## config.mk

```make
export PLATFORM = sky130hd
export DESIGN_NAME = fb_rect_fill
export DESIGN_NICKNAME = d
export VERILOG_FILES = /design/src/rtl/fb_rect_fill_pkg.sv /design/src/rtl/fb_raster_counter.sv /design/src/rtl/fb_rect_fill.sv
export SDC_FILE = /design/constraint.sdc
export NUM_CORES = 1
export LEC_CHECK = 0
export BUFFER_PORTS_ARGS = -buffer_cell sky130_fd_sc_hd__buf_2
export CORE_MARGIN = 2
export CORE_UTILIZATION = 55
export CTS_CLUSTER_SIZE = 10
export DETAILED_ROUTE_END_ITERATION = 7
export MAX_ROUTING_LAYER = met4
export PLACE_DENSITY = 0.83
export SETUP_SLACK_MARGIN = 0.1
export SYNTH_ARGS = -nofsm -noshare
export SYNTH_HDL_FRONTEND = slang
export SYNTH_SLANG_ARGS = --single-unit
```

## constraint.sdc

```tcl
create_clock -name clk -period 3.1 [get_ports clk]
set_clock_uncertainty 0.05 [all_clocks]
set_input_delay 0.31 -clock clk [delete_from_list [all_inputs] [get_ports clk]]
set_output_delay 0.31 -clock clk [all_outputs]
set_load 0.005 [all_outputs]
```

## src/rtl/fb_rect_fill_pkg.sv

```systemverilog
// Shared frame buffer constants, command payload and fill-engine state type.
package fb_rect_fill_pkg;

    localparam int unsigned FB_H_PIXELS    = 1024;
    localparam int unsigned FB_V_PIXELS    = 768;
    localparam int unsigned FB_ADDR_WIDTH  = 20;
    localparam int unsigned FB_DEPTH       = FB_H_PIXELS * FB_V_PIXELS;
    localparam int unsigned FB_PIXEL_WIDTH = 1;
    localparam int unsigned FB_COORD_WIDTH = 11;
    localparam int unsigned FB_X_WIDTH     = $clog2(FB_H_PIXELS);
    localparam int unsigned FB_Y_WIDTH     = $clog2(FB_V_PIXELS);

    typedef enum logic [1:0] {
        ST_IDLE = 2'd0,
        ST_PREP = 2'd1,
        ST_FILL = 2'd2,
        ST_DONE = 2'd3
    } fill_state_t;

    typedef struct packed {
        logic [FB_COORD_WIDTH-1:0] x0;
        logic [FB_COORD_WIDTH-1:0] y0;
        logic [FB_COORD_WIDTH-1:0] x1;
        logic [FB_COORD_WIDTH-1:0] y1;
        logic [FB_PIXEL_WIDTH-1:0] color;
    } rect_cmd_t;

    function automatic logic [FB_COORD_WIDTH-1:0] coord_min(
        input logic [FB_COORD_WIDTH-1:0] a,
        input logic [FB_COORD_WIDTH-1:0] b
    );
        return (a <= b) ? a : b;
    endfunction

    function automatic logic [FB_COORD_WIDTH-1:0] coord_max(
        input logic [FB_COORD_WIDTH-1:0] a,
        input logic [FB_COORD_WIDTH-1:0] b
    );
        return (a <= b) ? b : a;
    endfunction

endpackage

```

## src/rtl/fb_raster_counter.sv

```systemverilog
// Raster walker over a clipped rectangle: keeps x/y/row_base and the current
// frame buffer address, stepping one pixel per advance in raster order.
module fb_raster_counter
    import fb_rect_fill_pkg::*;
(
    input  logic                     clk,
    input  logic                     rst,
    input  logic                     load,
    input  logic                     advance,
    input  logic [FB_X_WIDTH-1:0]    xl,
    input  logic [FB_X_WIDTH-1:0]    xr,
    input  logic [FB_Y_WIDTH-1:0]    yt,
    input  logic [FB_Y_WIDTH-1:0]    yb,
    output logic [FB_ADDR_WIDTH-1:0] addr,
    output logic                     last_c
);

    localparam int unsigned XW = FB_X_WIDTH;
    localparam int unsigned YW = FB_Y_WIDTH;
    localparam int unsigned AW = FB_ADDR_WIDTH;
    localparam logic [AW-1:0] ROW_STEP = AW'(FB_H_PIXELS);

    logic [XW-1:0] x;
    logic [XW-1:0] xl_q;
    logic [XW-1:0] xr_q;
    logic [YW-1:0] y;
    logic [YW-1:0] yb_q;
    logic [AW-1:0] row_base;

    // Width is a power of two, so a row base is just y shifted left.
    always_ff @(posedge clk) begin
        if (rst) begin
            x        <= '0;
            y        <= '0;
            xl_q     <= '0;
            xr_q     <= '0;
            yb_q     <= '0;
            row_base <= '0;
            addr     <= '0;
        end else if (load) begin
            x        <= xl;
            y        <= yt;
            xl_q     <= xl;
            xr_q     <= xr;
            yb_q     <= yb;
            row_base <= AW'(yt) << XW;
            addr     <= (AW'(yt) << XW) + AW'(xl);
        end else if (advance) begin
            if (x == xr_q) begin
                x        <= xl_q;
                y        <= y + YW'(1);
                row_base <= row_base + ROW_STEP;
                addr     <= row_base + ROW_STEP + AW'(xl_q);
            end else begin
                x    <= x + XW'(1);
                addr <= addr + AW'(1);
            end
        end
    end

    assign last_c = (x == xr_q) && (y == yb_q);

endmodule

```

## src/rtl/fb_rect_fill.sv

```systemverilog
// Rectangle fill engine: accepts one command, normalizes and clips it to the
// visible area, then writes the frame buffer one pixel per granted cycle.
module fb_rect_fill
    import fb_rect_fill_pkg::*;
(
    input  logic                      clk,
    input  logic                      rst,
    input  logic                      cmd_valid,
    output logic                      cmd_ready,
    input  logic [FB_COORD_WIDTH-1:0] cmd_x0,
    input  logic [FB_COORD_WIDTH-1:0] cmd_y0,
    input  logic [FB_COORD_WIDTH-1:0] cmd_x1,
    input  logic [FB_COORD_WIDTH-1:0] cmd_y1,
    input  logic [FB_PIXEL_WIDTH-1:0] cmd_color,
    input  logic                      fb_wr_ready,
    output logic                      fb_we,
    output logic [FB_ADDR_WIDTH-1:0]  fb_addr,
    output logic [FB_PIXEL_WIDTH-1:0] fb_din,
    output logic                      busy,
    output logic                      done
);

    localparam int unsigned CW = FB_COORD_WIDTH;
    localparam logic [CW-1:0] X_LIMIT = CW'(FB_H_PIXELS);
    localparam logic [CW-1:0] Y_LIMIT = CW'(FB_V_PIXELS);
    localparam logic [CW-1:0] X_LAST  = CW'(FB_H_PIXELS - 1);
    localparam logic [CW-1:0] Y_LAST  = CW'(FB_V_PIXELS - 1);

    fill_state_t state_q, state_d;
    rect_cmd_t   cmd_q;

    logic accept, load, advance, last_c;
    logic cmd_ready_d, busy_d, done_d, fb_we_d;

    logic [CW-1:0] xl, xr, yt, yb, xr_clip, yb_clip;
    logic          empty;

    // Normalize corners, clip the far edges, and detect a fully off-screen box.
    always_comb begin
        xl      = coord_min(cmd_q.x0, cmd_q.x1);
        xr      = coord_max(cmd_q.x0, cmd_q.x1);
        yt      = coord_min(cmd_q.y0, cmd_q.y1);
        yb      = coord_max(cmd_q.y0, cmd_q.y1);
        xr_clip = (xr > X_LAST) ? X_LAST : xr;
        yb_clip = (yb > Y_LAST) ? Y_LAST : yb;
        empty   = (xl >= X_LIMIT) || (yt >= Y_LIMIT);
    end

    fb_raster_counter u_raster (
        .clk     (clk),
        .rst     (rst),
        .load    (load),
        .advance (advance),
        .xl      (FB_X_WIDTH'(xl)),
        .xr      (FB_X_WIDTH'(xr_clip)),
        .yt      (FB_Y_WIDTH'(yt)),
        .yb      (FB_Y_WIDTH'(yb_clip)),
        .addr    (fb_addr),
        .last_c  (last_c)
    );

    always_ff @(posedge clk) begin
        if (rst) begin
            state_q   <= ST_IDLE;
            cmd_q     <= '0;
            cmd_ready <= 1'b1;
            busy      <= 1'b0;
            done      <= 1'b0;
            fb_we     <= 1'b0;
        end else begin
            state_q   <= state_d;
            cmd_ready <= cmd_ready_d;
            busy      <= busy_d;
            done      <= done_d;
            fb_we     <= fb_we_d;
            if (accept) begin
                cmd_q <= '{x0: cmd_x0, y0: cmd_y0, x1: cmd_x1, y1: cmd_y1, color: cmd_color};
            end
        end
    end

    // Outputs are computed one cycle ahead so every port comes from a flop.
    always_comb begin
        state_d     = state_q;
        accept      = 1'b0;
        load        = 1'b0;
        advance     = 1'b0;
        cmd_ready_d = 1'b0;
        busy_d      = 1'b0;
        done_d      = 1'b0;
        fb_we_d     = 1'b0;
        case (state_q)
            ST_IDLE: begin
                cmd_ready_d = 1'b1;
                if (cmd_valid && cmd_ready) begin
                    accept      = 1'b1;
                    cmd_ready_d = 1'b0;
                    busy_d      = 1'b1;
                    state_d     = ST_PREP;
                end
            end
            ST_PREP: begin
                busy_d = 1'b1;
                if (empty) begin
                    done_d  = 1'b1;
                    state_d = ST_DONE;
                end else begin
                    load    = 1'b1;
                    state_d = ST_FILL;
                end
            end
            ST_FILL: begin
                busy_d  = 1'b1;
                fb_we_d = 1'b1;
                if (fb_we && fb_wr_ready) begin
                    if (last_c) begin
                        fb_we_d = 1'b0;
                        done_d  = 1'b1;
                        state_d = ST_DONE;
                    end else begin
                        advance = 1'b1;
                    end
                end
            end
            ST_DONE: begin
                cmd_ready_d = 1'b1;
                state_d     = ST_IDLE;
            end
            default: begin
                state_d = ST_IDLE;
            end
        endcase
    end

    assign fb_din = cmd_q.color;

endmodule

```

==> flow_metrics.tcl, run 1 <==
set metrics [dict create \
    dpl_cell_area_mm2 0.00771 \
    synth_ff_type "dfxtp_1" \
    final_nets 1038 \
    setup_viol 0 \
    rsz0062_at_grt "no" \
    powerDensity_mw_per_mm2 1340 \
    die_w_um 118 \
    path_class "flip-flop to flip-flop" \
    r2r_slack_ns 0.25 \
    reg2reg_depth 10 \
    fin_crit_ns 2.85 \
    hold_viol 0 \
    synth_edf_count 0 \
    synth_cell_types 55 \
    seq_power_share_pct 27.4 \
    fmax_mhz 351 \
    wire_per_inst_um 15.4 \
    synth_area_mm2 0.00713 \
    synthArstFlopShare_pct 0 \
    start_kind "flip-flop" \
    place_congestion 0.877 \
    via_per_inst 5.90 \
    grt_pass1_vias 6145 \
    routed_wirelength_mm 17.6 \
    grt_remaining_overflow 0 \
    slew_violations 0 \
    maxCapViolations 0 \
    cp.arrival_ns 3.08 \
    outcome "finished, final reports clean" \
    finalCritPeriodShare_pct 92.0 \
    syn_nets 979 \
    dpl.cell_count 1112 \
    antenna_found_initial 0 \
    crit_start "cmd_q[22]" \
    path_clk_slew_ns 0.06 \
    dp_hpwl_mm 12.2 \
    crit_chain "inv_1, ha_1, nand4_1, or3_1, a21o_1, a311o_1, a21oi_4, buf_4, a21oi_1, a21boi_0" \
    die_h_um 118 \
    drive_gt1_share_pct 14.4 \
    critPathCaptureType "flip-flop" \
    hold_ws_ns 0.0783 \
    synth_cells 900 \
    relSlewSlack_pct 41.4 \
    clock-sinks 131 \
    slowest_delay_ns 0.40 \
    drtIter0Drc 509 \
    p_sw_mw 5.18 \
    htree_levels 4 \
    cp-endpoint "u_raster.row_base[16]" \
    start_util_pct 56.5 \
    cts_buffer_depth 2 \
    drc 0 \
    clock_power_share_pct 17.3 \
    fill_cells 1050 \
    p_comb_share_pct 55.3 \
    clock_latency_ns 0.42 \
    die-area_mm2 0.0139 \
    cts_tree "done" \
    io_pins 74 \
    syn_area_per_cell_um2 7.92 \
    port_buffers 73 \
    root_buffer "clkbuf_16" \
    final_cell_count_no_fill 1144 \
    r2r_end "u_raster.row_base[16]" \
    fin_area_mm2 0.00828 \
    syn_to_final_growth_pct 16.2 \
    groute.usage.overall_pct 26.2 \
    ys_ff_latch 131 \
    slowest_stage "or3_1" \
    yosysWarningCount 0 \
    sw_frac_of_total_pct 46.5 \
    cellLeakagePower_nw 3.20 \
    grt_max_degree 95 \
    grt_pass1_wl_mm 29.5 \
    firstDrtPassIters 6 \
    ir_worst_vdd_mv 0.888 \
    cts_resized 0 \
    post-cts-setup-buffers 0 \
    antenna_cells 0 \
    critPathRequiredTime_ns 3.32 \
    hold_buffers 0 \
    cp_max_fo 31 \
    worst_slew_pin_slew_ns 0.877 \
    vias 6749 \
    yosysSeqAreaShare_pct 36.8 \
    antenna_left 0 \
    p_int_mw 5.96 \
    rows 41 \
    fin_tns_setup_ns 0 \
    tritoncts.num_buffers 17 \
    min_path_type "input pin to flip-flop" \
    core_mm2 0.0126 \
    r2r-start "cmd_q[22]" \
]
==> cell type report <==
cell class / count / area, um2 / share of cell area [%]
clock inverters: 9 / 105 / 1.27
repair buffers: 96 / 588 / 7.10
multi-input cells: 684 / 4180 / 50.4
inverters: 29 / 109 / 1.31
clock buffers: 23 / 468 / 5.65
well taps: 172 / 215 / 2.60
flip-flops and latches: 131 / 2620 / 31.7
==> metal layers <==
| metal | global-route usage [%] | wire length [um] | vias up |
|---|---|---|---|
| met1 | 36.7 | 8520 | 3122 |
| met5 | - | 0 | - |
| li1 | - | - | 3334 |
| met4 | 6.55 | 210 | 0 |
| met2 | 38.3 | 7700 | 270 |
| met3 | 5.91 | 1200 | 23 |
==> worst min path at each step <==
| stage | start | end | slack, ns | cells past startpoint |
|---|---|---|---|---|
| 6_report | cmd_y0[7] | cmd_q[30] | 0.08 | 3 |
| 4_1_cts | cmd_x0[9] | cmd_q[43] | 0.07 | 3 |
| 5_1_grt | cmd_y0[5] | cmd_q[28] | 0.08 | 3 |
| 3_3_place_gp | fb_din | fb_din | 0.40 | 2 |
| 2_1_floorplan | u_raster.xl_q[1] | u_raster.xl_q[1] | 0.39 | 1 |
| 3_5_place_dp | fb_din | fb_din | 0.40 | 2 |
==> cells in the mapped netlist (6+ instances only) <==
cell      instances  share of area, %
a21oi_1         113               7.9
buf_2            15               1.1
a311oi_1          8              0.98
a31oi_1          11              0.97
xnor2_1          30               3.7
dfxtp_1         131                37
nor2_1           58               3.1
a21boi_1          6              0.63
a21boi_0         23               2.4
inv_1            29               1.5
nand2_1         150               7.9
nand4_1          15               1.3
clkbuf_1         29               1.5
and3_1           12               1.1
o311ai_0         11               1.4
o21a_1           19               2.0
nor3_1           11              0.77
a221oi_1          6              0.74
a211oi_1          7              0.74
buf_1             8              0.42
xor2_1           20               2.5
nand3_1          30               2.1
o21ai_0          28               2.0
nor4_1            8              0.70
ha_1             30               5.3
mux2i_1          22               3.1
o22ai_1          14               1.2
==> sequential cells by signal, indices dropped and copies added (netlist names) <==
register / cells
u_raster.addr: 20
u_raster.xl_q: 10
u_raster.row_base: 10
busy: 1
u_raster.yb_q: 10
cmd_ready: 1
cmd_q: 44
fb_we: 1
state_q: 2
u_raster.xr_q: 10
fb_din: 1
done: 1
u_raster.x: 10
u_raster.y: 10
==> critical path: cells and delay by family, from the launching register on <==
family                   cells  cell delay, ns
AND/OR/NAND/NOR              2            0.51
flip-flops                   1            0.38
adder cells (fa/ha/maj)      1            0.35
buffers and inverters        2            0.40
AO/OA/AOI/OAI                5            1.01
==> layout by cell type (no fill, tap or decap), types with 3 or more instances in the layout <==
cell type	n
a211oi_1	7
a21boi_0	23
a21boi_1	6
a21o_1	3
a21oi_1	112
a221oi_1	6
a311oi_1	8
a31o_2	3
a31oi_1	11
and3_1	12
and4_1	4
buf_12	4
buf_2	73
buf_4	19
clkbuf_1	4
clkbuf_16	17
clkinv_2	3
clkinvlp_4	4
dfxtp_1	131
ha_1	30
inv_1	29
mux2_2	3
mux2i_1	22
nand2_1	150
nand3_1	30
nand3b_1	3
nand4_1	15
nor2_1	57
nor3_1	10
nor4_1	8
o21a_1	19
o21ai_0	28
o22ai_1	14
o311ai_0	11
o31ai_1	4
or3_1	3
xnor2_1	30
xor2_1	20
==> power by group through the flow <==
stage	logic, mW	clock network [mW]	registers (mW)
final	6.16	1.93	3.05
after global routing	6.84	2.02	3.14
after CTS	6.09	1.95	3.03
after detailed placement	6.01	0	3.05
after global placement	5.90	0	3.03
after floorplan	4.59	0	2.88
==> per-stage QoR <==
stage                     power, mW  utilization [%]  worst slack (ns)
after CTS                      11.1             65.6             0.266
after global placement         8.93             61.1             0.374
after floorplan                7.47                -             0.412
after detailed placement       9.06             61.1             0.312
final                          11.1             65.6             0.247
after global routing           12.0             65.6             0.102
==> kinds of logic (layout without fill, tap and decap cells) <==
| group | Yosys count | count (layout) | synth area share, % |
|---|---|---|---|
| AO/OA/AOI/OAI | 274 | 274 | 24.1 |
| adder cells (fa/ha/maj) | 30 | 30 | 5.27 |
| multiplexers | 25 | 25 | 3.56 |
| flip-flops | 131 | 131 | 36.8 |
| buffers and inverters | 85 | 157 | 4.95 |
| XOR/XNOR | 50 | 50 | 6.14 |
| AND/OR/NAND/NOR | 305 | 305 | 19.1 |
Power figures use the tool's default switching activity.
==> inputs of run 2 (changes only) <==
--- a/config.mk
+++ b/config.mk
@@ -7,11 +7,11 @@
 export LEC_CHECK = 0
 export BUFFER_PORTS_ARGS = -buffer_cell sky130_fd_sc_hd__buf_2
 export CORE_MARGIN = 2
-export CORE_UTILIZATION = 55
+export CORE_UTILIZATION = 30
 export CTS_CLUSTER_SIZE = 10
 export DETAILED_ROUTE_END_ITERATION = 7
 export MAX_ROUTING_LAYER = met4
-export PLACE_DENSITY = 0.83
+export PLACE_DENSITY = 0.54
 export SETUP_SLACK_MARGIN = 0.1
 export SYNTH_ARGS = -nofsm -noshare
 export SYNTH_HDL_FRONTEND = slang
==> flow_metrics.tcl, run 2 (synthesis gave the netlist of run 1 again) <==
set metrics [dict create \
    post-cts-setup-buffers 0 \
    fin_tns_setup_ns 0 \
    io_pins 74 \
    port_buffers 73 \
    dp_hpwl_mm 13.4 \
    finalCritPeriodShare_pct 89.1 \
    setup_ws_ns 0.339 \
    start_util_pct 30.5 \
    path_clk_slew_ns 0.06 \
    final_nets 1038 \
    drc 0 \
    core_mm2 0.0234 \
    grt_util_met3_pct 3.91 \
    setup_viol 0 \
    drive_gt1_share_pct 14.7 \
    groute.usage.overall_pct 16.3 \
    die-area_mm2 0.0250 \
    fin_crit_ns 2.76 \
    grt_max_degree 95 \
    rsz0062_at_grt "no" \
    fill_cells 2541 \
    fin_area_mm2 0.00850 \
    relSlewSlack_pct 60.2 \
    rows 56 \
    fmax_mhz 362 \
    clock-sinks 131 \
    die_h_um 158 \
    r2r-start "cmd_q[18]" \
    crit_start "cmd_q[18]" \
    hold_ws_ns 0.0610 \
    grt_remaining_overflow 0 \
    final_cell_mix "nand2_1 (150), dfxtp_1 (131), a21oi_1 (112)" \
    maxCapViolations 0 \
    min_path_type "input pin to flip-flop" \
    hold_viol 0 \
    wire_per_inst_um 14.5 \
    antenna_found_initial 0 \
    die_w_um 158 \
    tritoncts.num_buffers 17 \
    place_congestion 0.816 \
    largest_reg_flops 44 \
    multi_input_area_mm2 0.00417 \
    grt.busiest_layer "met1" \
    powerDensity_mw_per_mm2 1320 \
    clock_latency_ns 0.43 \
    cellLeakagePower_nw 3.21 \
    hp-start "cmd_y0[9]" \
    path_class "flip-flop to flip-flop" \
    critPathRequiredTime_ns 3.35 \
    final_common_cell "nand2_1" \
    syn_to_final_growth_pct 19.2 \
    pre_cts_ws_ns 0.305 \
    worst_slew_pin_slew_ns 0.592 \
    antenna_left 0 \
    outcome "finished, final reports clean" \
    cts_buffer_depth 2 \
    via_per_inst 4.97 \
    htree_levels 4 \
    grt_pass1_wl_mm 31.3 \
    root_buffer "clkbuf_16" \
    fin_total_pwr_mw 11.2 \
    largestRegisters "cmd_q (44), u_raster.addr (20)" \
    regArea_mm2 0.00262 \
    cp.arrival_ns 3.01 \
    cts_tree "done" \
    vias 6420 \
    start_kind "flip-flop" \
    slew_violations 0 \
    routed_wirelength_mm 18.7 \
    firstDrtPassIters 4 \
    drtIter0Drc 434 \
    largest-register "cmd_q" \
    dpl_cell_area_mm2 0.00788 \
    critPathCaptureType "flip-flop" \
    ir_worst_vdd_mv 0.872 \
    grt_pass1_vias 6043 \
    antenna_cells 0 \
    cp_max_fo 30 \
    grt.met1_usage_pct 23.7 \
    grt_use_met2_pct 21.5 \
]
[run 2: report_power, final]
part | switching (mW) | internal (mW)
logic | 3.74 | 2.35
clock network | 0.809 | 1.27
registers | 0.704 | 2.33
[run 2: timing repair]
action	in CTS	in global routing
endpoints found under the setup margin	0	6
hold buffers	0	0
gates resized for setup	0	3
[run 2: final timing paths]
kind,slack (ns),endpoint,depth (start not counted)
worst max-delay path,0.34,u_raster.y[0],10
worst min register to register,0.41,fb_din,2
worst min-delay path,0.06,cmd_q[32],3
worst max register to register,0.34,u_raster.y[0],10
[run 2: critical path, stage by stage, from the launching register on]
cell      delay, ns
dfxtp_1        0.35
inv_1          0.07
ha_1           0.28
nand4_1        0.16
or3_1          0.44
a21o_1         0.20
a311o_1        0.31
a21oi_4        0.23
buf_12         0.21
a21oi_1        0.16
a21boi_1       0.18
[run 2: final cells by class]
class | instances | area share [%]
Inverter | 29 | 1.28
Tap cell | 319 | 4.70
Clock inverter | 15 | 2.15
Multi-Input combinational cell | 684 | 49.1
Clock buffer | 17 | 5.01
Timing Repair Buffer | 96 | 6.86
Sequential cell | 131 | 30.9
[run 2: metal layers]
| layer | routed length, um | up-vias |
|---|---|---|
| met5 | 0 | - |
| met4 | 373 | 0 |
| met3 | 746 | 25 |
| met2 | 7280 | 127 |
| met1 | 10300 | 2932 |
| li1 | - | 3336 |
[run 2: per-stage QoR]
stage | utilization (%) | cells
2_1_floorplan | - | 900
3_3_place_gp | 33.7 | 1259
3_5_place_dp | 33.7 | 1259
4_1_cts | 36.3 | 1291
5_1_grt | 36.3 | 1291
6_report | 36.3 | 1291
==> inputs of run 3 (changes only) <==
--- a/config.mk
+++ b/config.mk
@@ -7,12 +7,11 @@
 export LEC_CHECK = 0
 export BUFFER_PORTS_ARGS = -buffer_cell sky130_fd_sc_hd__buf_2
 export CORE_MARGIN = 2
-export CORE_UTILIZATION = 30
+export CORE_UTILIZATION = 59
 export CTS_CLUSTER_SIZE = 10
 export DETAILED_ROUTE_END_ITERATION = 7
-export MAX_ROUTING_LAYER = met4
-export PLACE_DENSITY = 0.54
-export SETUP_SLACK_MARGIN = 0.1
+export PLACE_DENSITY = 0.88
+export SETUP_SLACK_MARGIN = 0.3
 export SYNTH_ARGS = -nofsm -noshare
 export SYNTH_HDL_FRONTEND = slang
 export SYNTH_SLANG_ARGS = --single-unit
==> flow_metrics.tcl, run 3 (synthesis gave the netlist of run 1 again) <==
set metrics [dict create \
    worstHoldPathCells 3 \
    grt_remaining_overflow 0 \
    finalCritPeriodShare_pct 90.5 \
    rsz0062_at_grt "yes" \
    final_nets 1040 \
    largest-register "cmd_q" \
    cts_buffer_depth 2 \
    outcome "finished, final reports clean" \
    tritoncts.num_buffers 17 \
    largest_reg_flops 44 \
    relSlewSlack_pct 29.3 \
    drtIter0Drc 762 \
    start_kind "flip-flop" \
    fin_tns_setup_ns 0 \
    path_class "flip-flop to flip-flop" \
    final_common_cell "nand2_1" \
    ir_worst_vdd_mv 1.19 \
    path_clk_slew_ns 0.06 \
    via_per_inst 6.16 \
    die-area_mm2 0.0130 \
    worst_slew_pin_slew_ns 1.06 \
    fmax_mhz 356 \
    firstDrtPassIters 5 \
    hold_ws_ns 0.0696 \
    final_cell_mix "nand2_1 (150), dfxtp_1 (128), a21oi_1 (110)" \
    reg2reg_depth 10 \
    htree_levels 4 \
    port_buffers 73 \
    crit_chain "inv_1, ha_1, a21oi_1, o21ai_0, nand3_1, a311o_1, a21oi_4, buf_6, a31oi_1, nor2b_1" \
    die_h_um 114 \
    antenna_cells 0 \
    drive_gt1_share_pct 15.7 \
    cp_max_fo 18 \
    maxCapViolations 0 \
    setup_viol 0 \
    cts_tree "done" \
    place_congestion 0.976 \
    largestRegisters "cmd_q (44), u_raster.addr (20)" \
    critPathRequiredTime_ns 3.35 \
    cellLeakagePower_nw 3.28 \
    io_pins 74 \
    core_mm2 0.0119 \
    routed_wirelength_mm 19.2 \
    min_path_type "input pin to flip-flop" \
    antenna_found_initial 0 \
    slowest_stage "o21ai_0" \
    start_util_pct 59.9 \
    powerDensity_mw_per_mm2 1390 \
    slowest_delay_ns 0.41 \
    cp.arrival_ns 3.06 \
    groute.usage.overall_pct 29.8 \
    vias 6903 \
    drc 0 \
    hold_buffers 0 \
    clock-sinks 131 \
    syn_to_final_growth_pct 18.1 \
    root_buffer "clkbuf_16" \
    slew_violations 0 \
    wire_per_inst_um 17.1 \
    critPathCaptureType "flip-flop" \
    grt_max_degree 56 \
    dp_hpwl_mm 12.4 \
    grt_pass1_wl_mm 31.4 \
    rows 40 \
    hold_viol 0 \
    die_w_um 114 \
    antenna_left 0 \
    grt_pass1_vias 6375 \
    fin_crit_ns 2.81 \
    clock_latency_ns 0.42 \
]
==> run 3: cell count changes in the layout (fill, tap and decap cells not counted), sizes merged <==
cell,delta
buf,+2
bufinv,+2
clkbuf,+7
clkinv,-3
clkinvlp,-3
inv,-3
==> run 3: per-layer routing <==
layer	share of wire, %	track usage [%]	up-vias
li1	-	-	3340
met4	1.9	10.4	0
met2	45	46.1	346
met1	45	42.1	3169
met3	8.5	5.15	48
met5	0	0	-
==> run 3: final timing paths <==
path	from	end	slack (ns)
worst max-delay path	cmd_q[20]	u_raster.x[9]	0.29
worst min-delay path	cmd_x1[2]	cmd_q[14]	0.07
worst max register to register	cmd_q[20]	u_raster.x[9]	0.29
worst min register to register	fb_din	fb_din	0.41
==> run 3: repair_timing <==
| item | 4_1_cts | 5_1_grt |
|---|---|---|
| pin swaps | 0 | 1 |
| endpoints found under the setup margin | 34 | 77 |
| hold endpoints to repair | 0 | 0 |
| cloned | 1 | 0 |
| resized for setup | 4 | 19 |
| setup buffers | 0 | 2 |
==> run 3: area by class of cell <==
class | instances | area (um2)
Fill cell | 914 | 3490
Timing Repair Buffer | 98 | 606
Clock inverter | 8 | 171
Tap cell | 147 | 184
Multi-Input combinational cell | 684 | 4230
Clock buffer | 24 | 492
Sequential cell | 131 | 2630
Inverter | 29 | 109
==> run 3: where the power goes <==
group          total (mW)  switching (mW)  internal (mW)  leakage, nW
combinational        6.37            3.92           2.45         1.88
clock                2.25           0.738           1.51        0.321
sequential           3.08           0.747           2.33         1.07
==> run 3: critical path: cells and delay by family (launching register included) <==
kind,cells,cell delay (ns)
AO/OA/AOI/OAI,5,1.27
AND/OR/NAND/NOR,2,0.34
buffers and inverters,2,0.29
adder cells (fa/ha/maj),1,0.36
flip-flops,1,0.37
==> run 3: per-stage QoR <==
stage / util, % / cells / power (mW) / setup WS, ns / cell area, um2
after floorplan: - / 900 / 7.47 / 0.412 / 7130
after global placement: 64.2 / 1086 / 8.78 / 0.443 / 7640
after detailed placement: 64.2 / 1086 / 8.95 / 0.303 / 7640
after CTS: 70.2 / 1119 / 11.4 / 0.328 / 8360
after global routing: 70.7 / 1121 / 12.5 / 0.0761 / 8420
final: 70.7 / 1121 / 11.7 / 0.293 / 8420
